[config.mk]
export PLATFORM = sky130hd
export DESIGN_NAME = uart_char_sender
export DESIGN_NICKNAME = d
export VERILOG_FILES = /design/src/rtl/uart_pkg.sv /design/src/rtl/baud_tick_gen.sv /design/src/rtl/uart_char_sender.sv
export SDC_FILE = /design/constraint.sdc
export NUM_CORES = 1
export LEC_CHECK = 0
export CAP_MARGIN = 20
export CORE_UTILIZATION = 45
export CTS_BUF_LIST = sky130_fd_sc_hd__clkbuf_8 sky130_fd_sc_hd__clkbuf_16
export CTS_CLUSTER_DIAMETER = 200
export DETAILED_ROUTE_END_ITERATION = 8
export GPL_ROUTABILITY_DRIVEN = 0
export PLACE_DENSITY_LB_ADDON = 0.1
export SLEW_MARGIN = 20
export SYNTH_ARGS = -nofsm -noshare
export SYNTH_HDL_FRONTEND = slang
export SYNTH_SLANG_ARGS = --single-unit
export TNS_END_PERCENT = 10
[constraint.sdc]
create_clock -name clk -period 1.9 [get_ports clk]
set_input_delay 0.38 -clock clk [delete_from_list [all_inputs] [get_ports clk]]
set_output_delay 0.38 -clock clk [all_outputs]
set_load 0.01 [all_outputs]
[src/rtl/uart_pkg.sv]
// Shared types and constants for the UART character sender.
package uart_pkg;

  typedef enum logic [2:0] {
    IDLE   = 3'd0,
    START  = 3'd1,
    DATA   = 3'd2,
    PARITY = 3'd3,
    STOP   = 3'd4
  } tx_state_t;

  localparam int DATA_BITS            = 8;
  localparam int CLKS_PER_BIT_DEFAULT = 434;

  function automatic logic even_parity(input logic [DATA_BITS-1:0] data);
    return ^data;
  endfunction

endpackage

[src/rtl/baud_tick_gen.sv]
// Bit-period counter: one-cycle bitTick when the count reaches CLKS_PER_BIT-1,
// held at zero while disabled and cleared by restart when a frame is accepted.
module baud_tick_gen
  import uart_pkg::*;
#(
  parameter int CLKS_PER_BIT = CLKS_PER_BIT_DEFAULT
) (
  input  logic clk,
  input  logic reset,
  input  logic enable,
  input  logic restart,
  output logic bitTick
);

  localparam int            CW   = $clog2(CLKS_PER_BIT);
  localparam logic [CW-1:0] LAST = CW'(CLKS_PER_BIT - 1);

  logic [CW-1:0] cnt_q, cnt_d;
  logic          at_last_s;

  assign at_last_s = (cnt_q == LAST);
  assign bitTick   = enable && at_last_s;

  // Next count: restart and idle both park the counter at zero.
  always_comb begin
    cnt_d = cnt_q;
    if (restart) begin
      cnt_d = '0;
    end else if (!enable) begin
      cnt_d = '0;
    end else if (at_last_s) begin
      cnt_d = '0;
    end else begin
      cnt_d = cnt_q + CW'(1);
    end
  end

  // Counter register.
  always_ff @(posedge clk) begin
    if (reset) begin
      cnt_q <= '0;
    end else begin
      cnt_q <= cnt_d;
    end
  end

endmodule

[src/rtl/uart_char_sender.sv]
// Serializes one latched character per startSend onto a UART TX line and
// reports frame completion with a one-cycle sendDone pulse.
module uart_char_sender
  import uart_pkg::*;
#(
  parameter int CLKS_PER_BIT = CLKS_PER_BIT_DEFAULT,
  parameter bit PARITY_EN    = 1'b0
) (
  input  logic                 clk,
  input  logic                 reset,
  input  logic                 startSend,
  input  logic [DATA_BITS-1:0] charIn,
  output logic                 tx,
  output logic                 busy,
  output logic                 sendDone,
  output logic [7:0]           charsSent
);

  localparam logic [2:0] LAST_BIT = 3'(DATA_BITS - 1);

  tx_state_t            state_q, state_d;
  logic [DATA_BITS-1:0] shift_q, shift_d;
  logic [2:0]           bit_idx_q, bit_idx_d;
  logic                 par_q, par_d;
  logic                 tx_q, tx_d;
  logic                 busy_q, busy_d;
  logic                 send_done_q, send_done_d;
  logic [7:0]           chars_sent_q, chars_sent_d;
  logic                 accept_s;
  logic                 bit_tick_s;

  baud_tick_gen #(
    .CLKS_PER_BIT(CLKS_PER_BIT)
  ) u_baud (
    .clk    (clk),
    .reset  (reset),
    .enable (state_q != IDLE),
    .restart(accept_s),
    .bitTick(bit_tick_s)
  );

  // Frame sequencing: next state, shift register and bit index.
  always_comb begin
    state_d   = state_q;
    shift_d   = shift_q;
    bit_idx_d = bit_idx_q;
    par_d     = par_q;
    accept_s  = 1'b0;
    case (state_q)
      IDLE: begin
        if (startSend) begin
          accept_s  = 1'b1;
          shift_d   = charIn;
          par_d     = even_parity(charIn);
          bit_idx_d = 3'd0;
          state_d   = START;
        end else begin
          state_d   = IDLE;
        end
      end
      START: begin
        if (bit_tick_s) begin
          bit_idx_d = 3'd0;
          state_d   = DATA;
        end else begin
          state_d   = START;
        end
      end
      DATA: begin
        if (bit_tick_s) begin
          shift_d   = {1'b0, shift_q[DATA_BITS-1:1]};
          bit_idx_d = bit_idx_q + 3'd1;
          if (bit_idx_q == LAST_BIT) begin
            state_d = PARITY_EN ? PARITY : STOP;
          end else begin
            state_d = DATA;
          end
        end else begin
          state_d = DATA;
        end
      end
      PARITY: begin
        if (bit_tick_s) begin
          state_d = STOP;
        end else begin
          state_d = PARITY;
        end
      end
      STOP: begin
        if (bit_tick_s) begin
          state_d = IDLE;
        end else begin
          state_d = STOP;
        end
      end
      default: begin
        state_d = IDLE;
      end
    endcase
  end

  // Output values; tx follows the current state so the start bit lands one
  // cycle after acceptance.
  always_comb begin
    tx_d = 1'b1;
    case (state_q)
      IDLE:    tx_d = 1'b1;
      START:   tx_d = 1'b0;
      DATA:    tx_d = shift_q[0];
      PARITY:  tx_d = par_q;
      STOP:    tx_d = 1'b1;
      default: tx_d = 1'b1;
    endcase
    busy_d      = (state_d != IDLE);
    send_done_d = (state_q == STOP) && bit_tick_s;
    if (send_done_d && (chars_sent_q != 8'hFF)) begin
      chars_sent_d = chars_sent_q + 8'd1;
    end else begin
      chars_sent_d = chars_sent_q;
    end
  end

  // State and output registers.
  always_ff @(posedge clk) begin
    if (reset) begin
      state_q      <= IDLE;
      shift_q      <= '0;
      bit_idx_q    <= 3'd0;
      par_q        <= 1'b0;
      tx_q         <= 1'b1;
      busy_q       <= 1'b0;
      send_done_q  <= 1'b0;
      chars_sent_q <= 8'd0;
    end else begin
      state_q      <= state_d;
      shift_q      <= shift_d;
      bit_idx_q    <= bit_idx_d;
      par_q        <= par_d;
      tx_q         <= tx_d;
      busy_q       <= busy_d;
      send_done_q  <= send_done_d;
      chars_sent_q <= chars_sent_d;
    end
  end

  assign tx        = tx_q;
  assign busy      = busy_q;
  assign sendDone  = send_done_q;
  assign charsSent = chars_sent_q;

endmodule

Word-level counts from Yosys, hierarchy flattened --
Index checks and enable logic that the tools add are counted. W data, S select, Z words.
Word-level totals: bits in registers 35, word-level logic and storage cells 53
Operators by class: $add $sub $neg 3, equality and inequality tests 10, muxes and demuxes 17, bitwise operators 1, reduce and logical (&&, ||, !) cells 13
Operator list (number):
- $mux W3 | 7
- $mux W8 | 2
- $pmux W8 S2 | 1
- $pmux W3 S5 | 1
- $add A9 B1 Y9 const B | 1
- $eq A9 B9 Y1 const B | 1
- $pmux W3 S3 | 1
- $reduce_bool A3 Y1 | 3
- $add A8 B1 Y8 const B | 1
- $ne A8 B8 Y1 const B | 1
- $reduce_xor A8 Y1 | 1
- $eq A3 B2 Y1 const B | 2
- $eq A3 B3 Y1 const B | 2
- $ne A2 B2 Y1 const B | 3
- $reduce_and A4 Y1 | 1
- $reduce_or A4 Y1 | 1
- $add A3 B1 Y3 const B | 1
- $eq A3 B1 Y1 const B | 1
- $logic_and A1 B1 Y1 | 3
- $logic_not A3 Y1 | 1
- $mux W1 | 3
- $pmux W1 S3 | 1
- $reduce_and A3 Y1 | 1
- $mux W2 | 1
- other kinds (3) | 3

Depth between registers and ports, before layout --
Gate-level depths: netlist of the first run.
depth in word-level cells 5, gate-level depth with buffers 7, mapped depth without buffers 6

Hierarchy --
A second synthesis of the first run with hierarchy kept.
Second synthesis, totals: cells, all modules 198, area total of the unflattened synthesis 1746.7 um^2
By module, submodules not included:
- uart_char_sender | instances 1, cells an instance 150, area each 1303.8 um^2, seq. area each 520.5 um^2
- baud_tick_gen | instances 1, cells an instance 48, area each 442.9 um^2, seq. area each 180.2 um^2

Worst setup path after synthesis of the first run --
No wires, ideal clock.
path type reg-to-reg, start reg u_baud.cnt_q[0], end reg bit_idx_q[0], setup time 0.070 ns, data arrival time 1.707 ns, slack 0.122 ns, stages on the path, launching flop included 6, buffers on the path 0, cell sequence dfxtp_1 ha_1 nand4b_2 o32a_1 or4b_1 a21oi_1
Between the ends: word-level cells in the longest chain between the ends 4, elaborated cells on any way between the ends 5, classes of those cells eq/ne: 3; reduce/logical: 2
Ends and longest elaborated chain:
- from (decl) | line baud_tick_gen.sv:18 | logic [CW-1:0] cnt_q, cnt_d;
- from (signal assigned) | line baud_tick_gen.sv:43 | cnt_q <= cnt_d;
- $eq A9 B9 Y1 * | line baud_tick_gen.sv:21 | assign at_last_s = (cnt_q == LAST);
- $logic_and A1 B1 Y1 * | line baud_tick_gen.sv:22 | assign bitTick = enable && at_last_s;
- $ne A2 B2 Y1 (no line)
- $reduce_and A4 Y1 (no line) *
- to (signal assigned) | line uart_char_sender.sv:137 | bit_idx_q <= bit_idx_d;
- to (decl) | line uart_char_sender.sv:23 | logic [2:0] bit_idx_q, bit_idx_d;
Mark *: on every way between the ends. The rest lies on a longest branch, timed or not. A chain may end at the register's enable or synchronous reset.

Final worst setup path of the first run --
start reg u_baud.cnt_q[7], end reg bit_idx_q[0]
Same word-level chain as after synthesis.

==> results of run 1 <==
==> routing by layer <==
metal | global-route usage (%) | up-vias | part of all wire [%]
met4 | 10.5 | 0 | 1.5
met1 | 25.7 | 710 | 46
met3 | 5.36 | 5 | 3.3
li1 | - | 777 | -
met2 | 33.9 | 23 | 49
met5 | 0 | - | 0
==> worst max-delay path, stage by stage, from the launching register on <==
cell       delay [ps]
dfxtp_1           420
nand4bb_4         150
buf_4             180
o32a_1            350
or4b_1            520
a21oi_2           120
==> area by class of cell <==
cell class	instances	area [sq um]	share of cell area, %
inverters	5	18.8	0.835
flip-flops and latches	35	706	31.4
repair buffers	41	360	16.0
multi-input cells	137	1000	44.6
well taps	48	60.1	2.67
clock buffers	7	96.3	4.29
clock inverters	1	3.75	0.167
==> per-stage QoR <==
step	worst slack (ps)	instance area, sq um	TNS [ps]
floorplan	122	1730	0
global placement	-3.79	2110	-5.04
detailed placement	-155	2110	-952
CTS	10.5	2240	0
global route	0.563	2250	0
finish	90.5	2250	0
==> cells in the mapped netlist, drive strengths merged (4+ instances only) <==
library cell / instances / share of area, %
clkbuf: 6 / 1.3
a311oi: 7 / 3.5
xor2: 4 / 2.0
nor2: 14 / 3.5
nand2: 6 / 1.3
buf: 4 / 1.2
o31ai: 7 / 3.3
mux2i: 7 / 4.0
inv: 5 / 1.1
dfxtp: 35 / 40
nand3: 9 / 2.6
a21oi: 22 / 6.4
or4: 7 / 3.0
or3: 4 / 1.4
ha: 5 / 3.6
o21ai: 6 / 1.7
xnor2: 10 / 5.1
==> flip-flops by register name (all words and copies together) (netlist names) <==
| register | cells |
|---|---|
| par_q | 1 |
| bit_idx_q | 3 |
| tx | 1 |
| shift_q | 8 |
| charsSent | 8 |
| state_q | 3 |
| u_baud.cnt_q | 9 |
| busy | 1 |
| sendDone | 1 |
==> kinds of logic after synthesis <==
family          count (synthesis)
simple gates                   59
compound gates                 52
flops                          35
buf+inv                        15
xor+xnor                       14
mux                             7
fa+ha+maj                       5
==> final timing paths <==
path                                 startpoint           end  slack (ps)
worst min-delay path               bit_idx_q[2]  bit_idx_q[2]         500
worst min register to register     bit_idx_q[2]  bit_idx_q[2]         500
worst max register to register  u_baud.cnt_q[7]  bit_idx_q[0]          90
worst max-delay path            u_baud.cnt_q[7]  bit_idx_q[0]          90
==> power breakdown <==
group / internal (mW) / switching [mW] / total, mW
clock: 0.325 / 0.263 / 0.588
sequential: 0.758 / 0.0126 / 0.771
combinational: 0.0851 / 0.0828 / 0.168
==> repair_timing <==
action / in CTS / in global routing
hold buffers: 0 / 0
buffers inserted: 0 / 1
resized for setup: 4 / 6
setup endpoints to repair: 9 / 7
pin swaps: 0 / 3
==> flow_metrics.env, run 1 <==
export IMPL_outcome="completed"
export IMPL_drtPass1Iterations=4
export IMPL_coreArea_sq_mm=0.00366
export IMPL_antenna_cells=0
export IMPL_synthAdderAreaFrac_pct=3.62
export IMPL_power_total_mw=1.53
export IMPL_power_density_mw_per_mm2=680
export IMPL_setup_violations=0
export IMPL_syn_nets=203
export IMPL_clk_latency_ps=290
export IMPL_n_fill_cell=323
export IMPL_hold_ws_ps=496
export IMPL_grt_max_degree=18
export IMPL_crit_type="flop to flop"
export IMPL_cts_made_buffers=5
export IMPL_row_count=22
export IMPL_grt_pass1_wl_mm=6.71
export IMPL_layout_common_cells="dfxtp_1, a21oi_1, clkdlybuf4s50_1"
export IMPL_drtAntennaViolNets=0
export IMPL_drv_cap=0
export IMPL_via_count=1515
export IMPL_dp_cells=266
export IMPL_avgRoutedWirePerCell_um=13.9
export IMPL_grt_usage_pct=21.0
export IMPL_ys_flop_type="dfxtp_1"
export IMPL_synth_xor_area_share_pct=7.09
export IMPL_finalHoldViolations=0
export IMPL_cp_max_fo=5
export IMPL_reg2reg_depth=5
export IMPL_synth_enable_flop_cells=0
export IMPL_vias_per_cell=5.53
export IMPL_area_growth_pct=29.9
export IMPL_grt_setup_unrepaired="false"
export IMPL_synth_top_family_by_area="simple AND/OR/NAND/NOR gates"
export IMPL_drc=0
export IMPL_tightestPinTransition_ps=615
export IMPL_cts_tree="done"
export IMPL_synth_simple_area_share_pct=21.3
export IMPL_utilization_pct=61.4
export IMPL_ios=22
export IMPL_die_area_sq_mm=0.00410
export IMPL_port_buffer_count=21
export IMPL_synth_cell_area_sq_mm=0.00173
export IMPL_drv_slew=0
export IMPL_synth_compound_area_share_pct=19.9
export IMPL_antenna_found_initial=0
export IMPL_grt_pass1_vias=1522
export IMPL_relSlewSlack_pct=59.0
export IMPL_ys_seq_area_share_pct=40.5
export IMPL_dieWidth_um=64.0
export IMPL_power_leakage_nw=0.785
export IMPL_htreeDepth=2
export IMPL_fmax_ghz=0.553
export IMPL_yosysWarnings=0
export IMPL_hold_class="flop to flop"
export IMPL_ir_drop_mv=0.492
export IMPL_clk_path_buf_depth=2
export IMPL_synth_seq_cells=35
export IMPL_critPathArrivalTime_ps=2030
export IMPL_clock_skew_ps=3.84
export IMPL_async_reset_ff_share_pct=0
export IMPL_root_buffer="clkbuf_8"
export IMPL_finalCriticalPeriod_ps=1810
export IMPL_fin_nets=241
export IMPL_syn_instance_count=187
export IMPL_required_ps=2120
export IMPL_drt_iter0_markers=64
export IMPL_final_common_cell="dfxtp_1"
export IMPL_synth_avg_cell_area_sq_um=9.25
export IMPL_dp_hpwl_mm=2.69
export IMPL_critPathLaunchType="flop"
export IMPL_min_path_cells=2
export IMPL_grt_overflow=0
export IMPL_synth_mux_area_fraction_pct=4.05
export IMPL_start_util_pct=47.3
export IMPL_die_h_um=64.0
export IMPL_drt_wl_total_mm=3.82
export IMPL_fin_crit_sh_pct=95.2
export IMPL_clock_sinks=35
export IMPL_layout_cells_non_filler=274
export IMPL_clk_pin_slew_ps=70
export IMPL_drive_above_1_share_pct=18.6
export IMPL_synth_cell_types=40
export IMPL_end_kind="flop"
No activity file was read; power rests on OpenSTA's default activity.
==> run 2, diff against run 1 <==
- SYNTH_HIERARCHICAL: default -> 1
==> flow_metrics.env, run 2 <==
export IMPL_relSlewSlack_pct=65.9
export IMPL_yosysWarnings=6
export IMPL_regMostFlops="u_baud/cnt_q"
export IMPL_crit_cells=9
export IMPL_required_ps=2070
export IMPL_root_buffer="clkbuf_8"
export IMPL_drive_above_1_share_pct=21.6
export IMPL_outcome="complete, but fails checks"
export IMPL_rrSetupSlack_ps=-50
export IMPL_fmax_ghz=0.512
export IMPL_critPathArrivalTime_ps=2130
export IMPL_syn_nets=214
export IMPL_ctsHoldBuffers=0
export IMPL_place_ws_ps=-227
export IMPL_drc=0
export IMPL_clock_sinks=35
export IMPL_crit_type="flop to flop"
export IMPL_grt_max_degree=20
export IMPL_via_count=1572
export IMPL_antenna_cells=0
export IMPL_critPathLaunchType="flop"
export IMPL_ys_top_cells_by_count="dfxtp_1, nor2_1, o21ai_0"
export IMPL_grt_pass1_vias=1492
export IMPL_finalHoldViolations=0
export IMPL_synth_cell_area_sq_mm=0.00175
export IMPL_hold_class="flop to flop"
export IMPL_layout_common_cells="dfxtp_1, nor2_1, buf_4"
export IMPL_fin_crit_sh_pct=103
export IMPL_cp_buffers_inverters=1
export IMPL_port_buffer_count=21
export IMPL_tightestPinTransition_ps=510
export IMPL_finalCriticalPeriod_ps=1950
export IMPL_clock_skew_ps=6.87
export IMPL_crit_path_end="charsSent[7]"
export IMPL_grt_pass1_wl_mm=6.74
export IMPL_die_h_um=64.3
export IMPL_clk_latency_ps=290
export IMPL_synth_top_area_share_pct=40.1
export IMPL_crit_path_cell_trace="inv_2 > ha_4 > nand4b_4 > nor4_4 > and2_4 > and4bb_2 > o211ai_1 > nor2_1 > mux2_4"
export IMPL_synth_avg_cell_area_sq_um=8.82
export IMPL_async_reset_ff_share_pct=0
export IMPL_final_common_cell="dfxtp_1"
export IMPL_hold_ws_ps=474
export IMPL_setup_violations=4
export IMPL_n_fill_cell=315
export IMPL_layout_cells_non_filler=289
export IMPL_area_growth_pct=34.2
export IMPL_dp_hpwl_mm=2.75
export IMPL_critPathTopFamily="simple AND/OR/NAND/NOR gates"
export IMPL_drv_slew=0
export IMPL_coreArea_sq_mm=0.00369
export IMPL_synth_largest_area_cell="dfxtp_1"
export IMPL_cts_made_buffers=5
export IMPL_cts_tree="done"
export IMPL_synth_enable_flop_cells=0
export IMPL_ios=22
export IMPL_end_kind="flop"
export IMPL_largest_reg_flops=9
export IMPL_drtAntennaViolNets=0
export IMPL_drt_iter0_markers=100
export IMPL_ir_drop_mv=0.418
export IMPL_violations="setup timing"
export IMPL_reg2reg_depth=9
export IMPL_power_density_mw_per_mm2=640
export IMPL_setup_ws_ps=-51.5
export IMPL_antenna_found_initial=0
export IMPL_grt_overflow=0
export IMPL_fin_nets=257
export IMPL_dieWidth_um=64.3
export IMPL_power_leakage_nw=0.889
export IMPL_r2r_start="u_baud/cnt_q[1]"
export IMPL_grt_usage_pct=21.4
export IMPL_row_count=22
export IMPL_start_util_pct=47.4
export IMPL_critPathMaxStageDelay_ps=320
export IMPL_dp_cells=277
export IMPL_cp_max_fo=3
export IMPL_synth_seq_cells=35
export IMPL_crit_start="u_baud/cnt_q[1]"
export IMPL_r2r_end="charsSent[7]"
export IMPL_die_area_sq_mm=0.00413
export IMPL_drt_wl_total_mm=4.01
export IMPL_avgRoutedWirePerCell_um=13.9
export IMPL_synth_most_common_cell="dfxtp_1"
export IMPL_fin_setup_tns_ps=-81.4
export IMPL_drv_cap=0
export IMPL_syn_instance_count=198
export IMPL_cpMaxStageDelayCell="dfxtp_2"
export IMPL_synth_cell_types=43
export IMPL_grt_setup_unrepaired="true"
export IMPL_htreeDepth=2
export IMPL_ys_seq_area_share_pct=40.1
export IMPL_vias_per_cell=5.44
export IMPL_synth_area_leaders="dfxtp_1, nor2_1, o21ai_0"
export IMPL_clk_path_buf_depth=2
export IMPL_clk_pin_slew_ps=70
export IMPL_ys_flop_type="dfxtp_1"
export IMPL_drtPass1Iterations=4
[run 2: timing repair]
| item | 4_1_cts | 5_1_grt |
|---|---|---|
| endpoints found under the setup margin | 20 | 17 |
| cloned | 1 | 0 |
| pin swaps | 14 | 2 |
| resized for setup | 6 | 4 |
| buffers inserted | 4 | 0 |
[run 2: cell families after synthesis]
kind of cell,after synthesis,synth area share (%)
muxes,4,2.44
adders and majority gates,5,3.58
DFF,35,40.1
and+or+nand+nor,79,24.3
xor gates and xnor gates,15,7.95
buffers and inverters,18,5.37
AOI/OAI and AO/OA,42,16.3
[run 2: final cells by class]
class / instances / area [sq um] / area share, %
multi-input combinational: 145 / 1010 / 43.3
sequential: 35 / 706 / 30.1
timing repair buffer: 47 / 450 / 19.2
clock buffer: 6 / 82.6 / 3.52
tap: 48 / 60.1 / 2.56
inverter: 7 / 26.3 / 1.12
clock inverter: 1 / 5.00 / 0.213
[run 2: through the flow]
| stage | area (sq um) | total power [mW] | util, % |
|---|---|---|---|
| after floorplan | 1780 | 0.884 | - |
| after global placement | 2150 | 0.944 | 58.2 |
| after detailed placement | 2150 | 0.950 | 58.2 |
| after CTS | 2330 | 1.51 | 63.3 |
| after global routing | 2340 | 1.56 | 63.6 |
| final | 2340 | 1.50 | 63.6 |
[run 2: how the worst min path moves through the flow]
stage,startpoint,to,depth (start not counted)
2_1_floorplan,u_baud/cnt_q[0],u_baud/cnt_q[0],1
3_3_place_gp,bit_idx_q[1],bit_idx_q[1],2
3_5_place_dp,shift_q[7],shift_q[7],2
4_1_cts,shift_q[7],shift_q[7],2
5_1_grt,shift_q[7],shift_q[7],2
6_report,shift_q[7],shift_q[7],2
[run 2: power breakdown]
group	switching, mW	internal (mW)	total [mW]	leakage [nW]
clock	0.265	0.284	0.549	0.0470
sequential	0.0120	0.756	0.768	0.286
combinational	0.0845	0.0989	0.183	0.556
total	0.361	1.14	1.50	0.889
[run 2: worst register-to-register path, stage by stage, from the launching register on]
cell and delay [ps]:
dfxtp_2 320, inv_2 60, ha_4 130, nand4b_4 120
nor4_4 160, and2_4 190, and4bb_2 230, o211ai_1 140
nor2_1 180, mux2_4 310
[run 2: metal layers]
layer | share of wire [%] | wire length, um | vias to the layer above | GRT usage (%)
met2 | 49 | 1960 | 31 | 35.3
li1 | - | - | 786 | -
met1 | 45 | 1820 | 747 | 26.5
met5 | 0 | 0 | - | 0
met4 | 1.6 | 65 | 0 | 8.06
met3 | 4.1 | 163 | 8 | 5.71
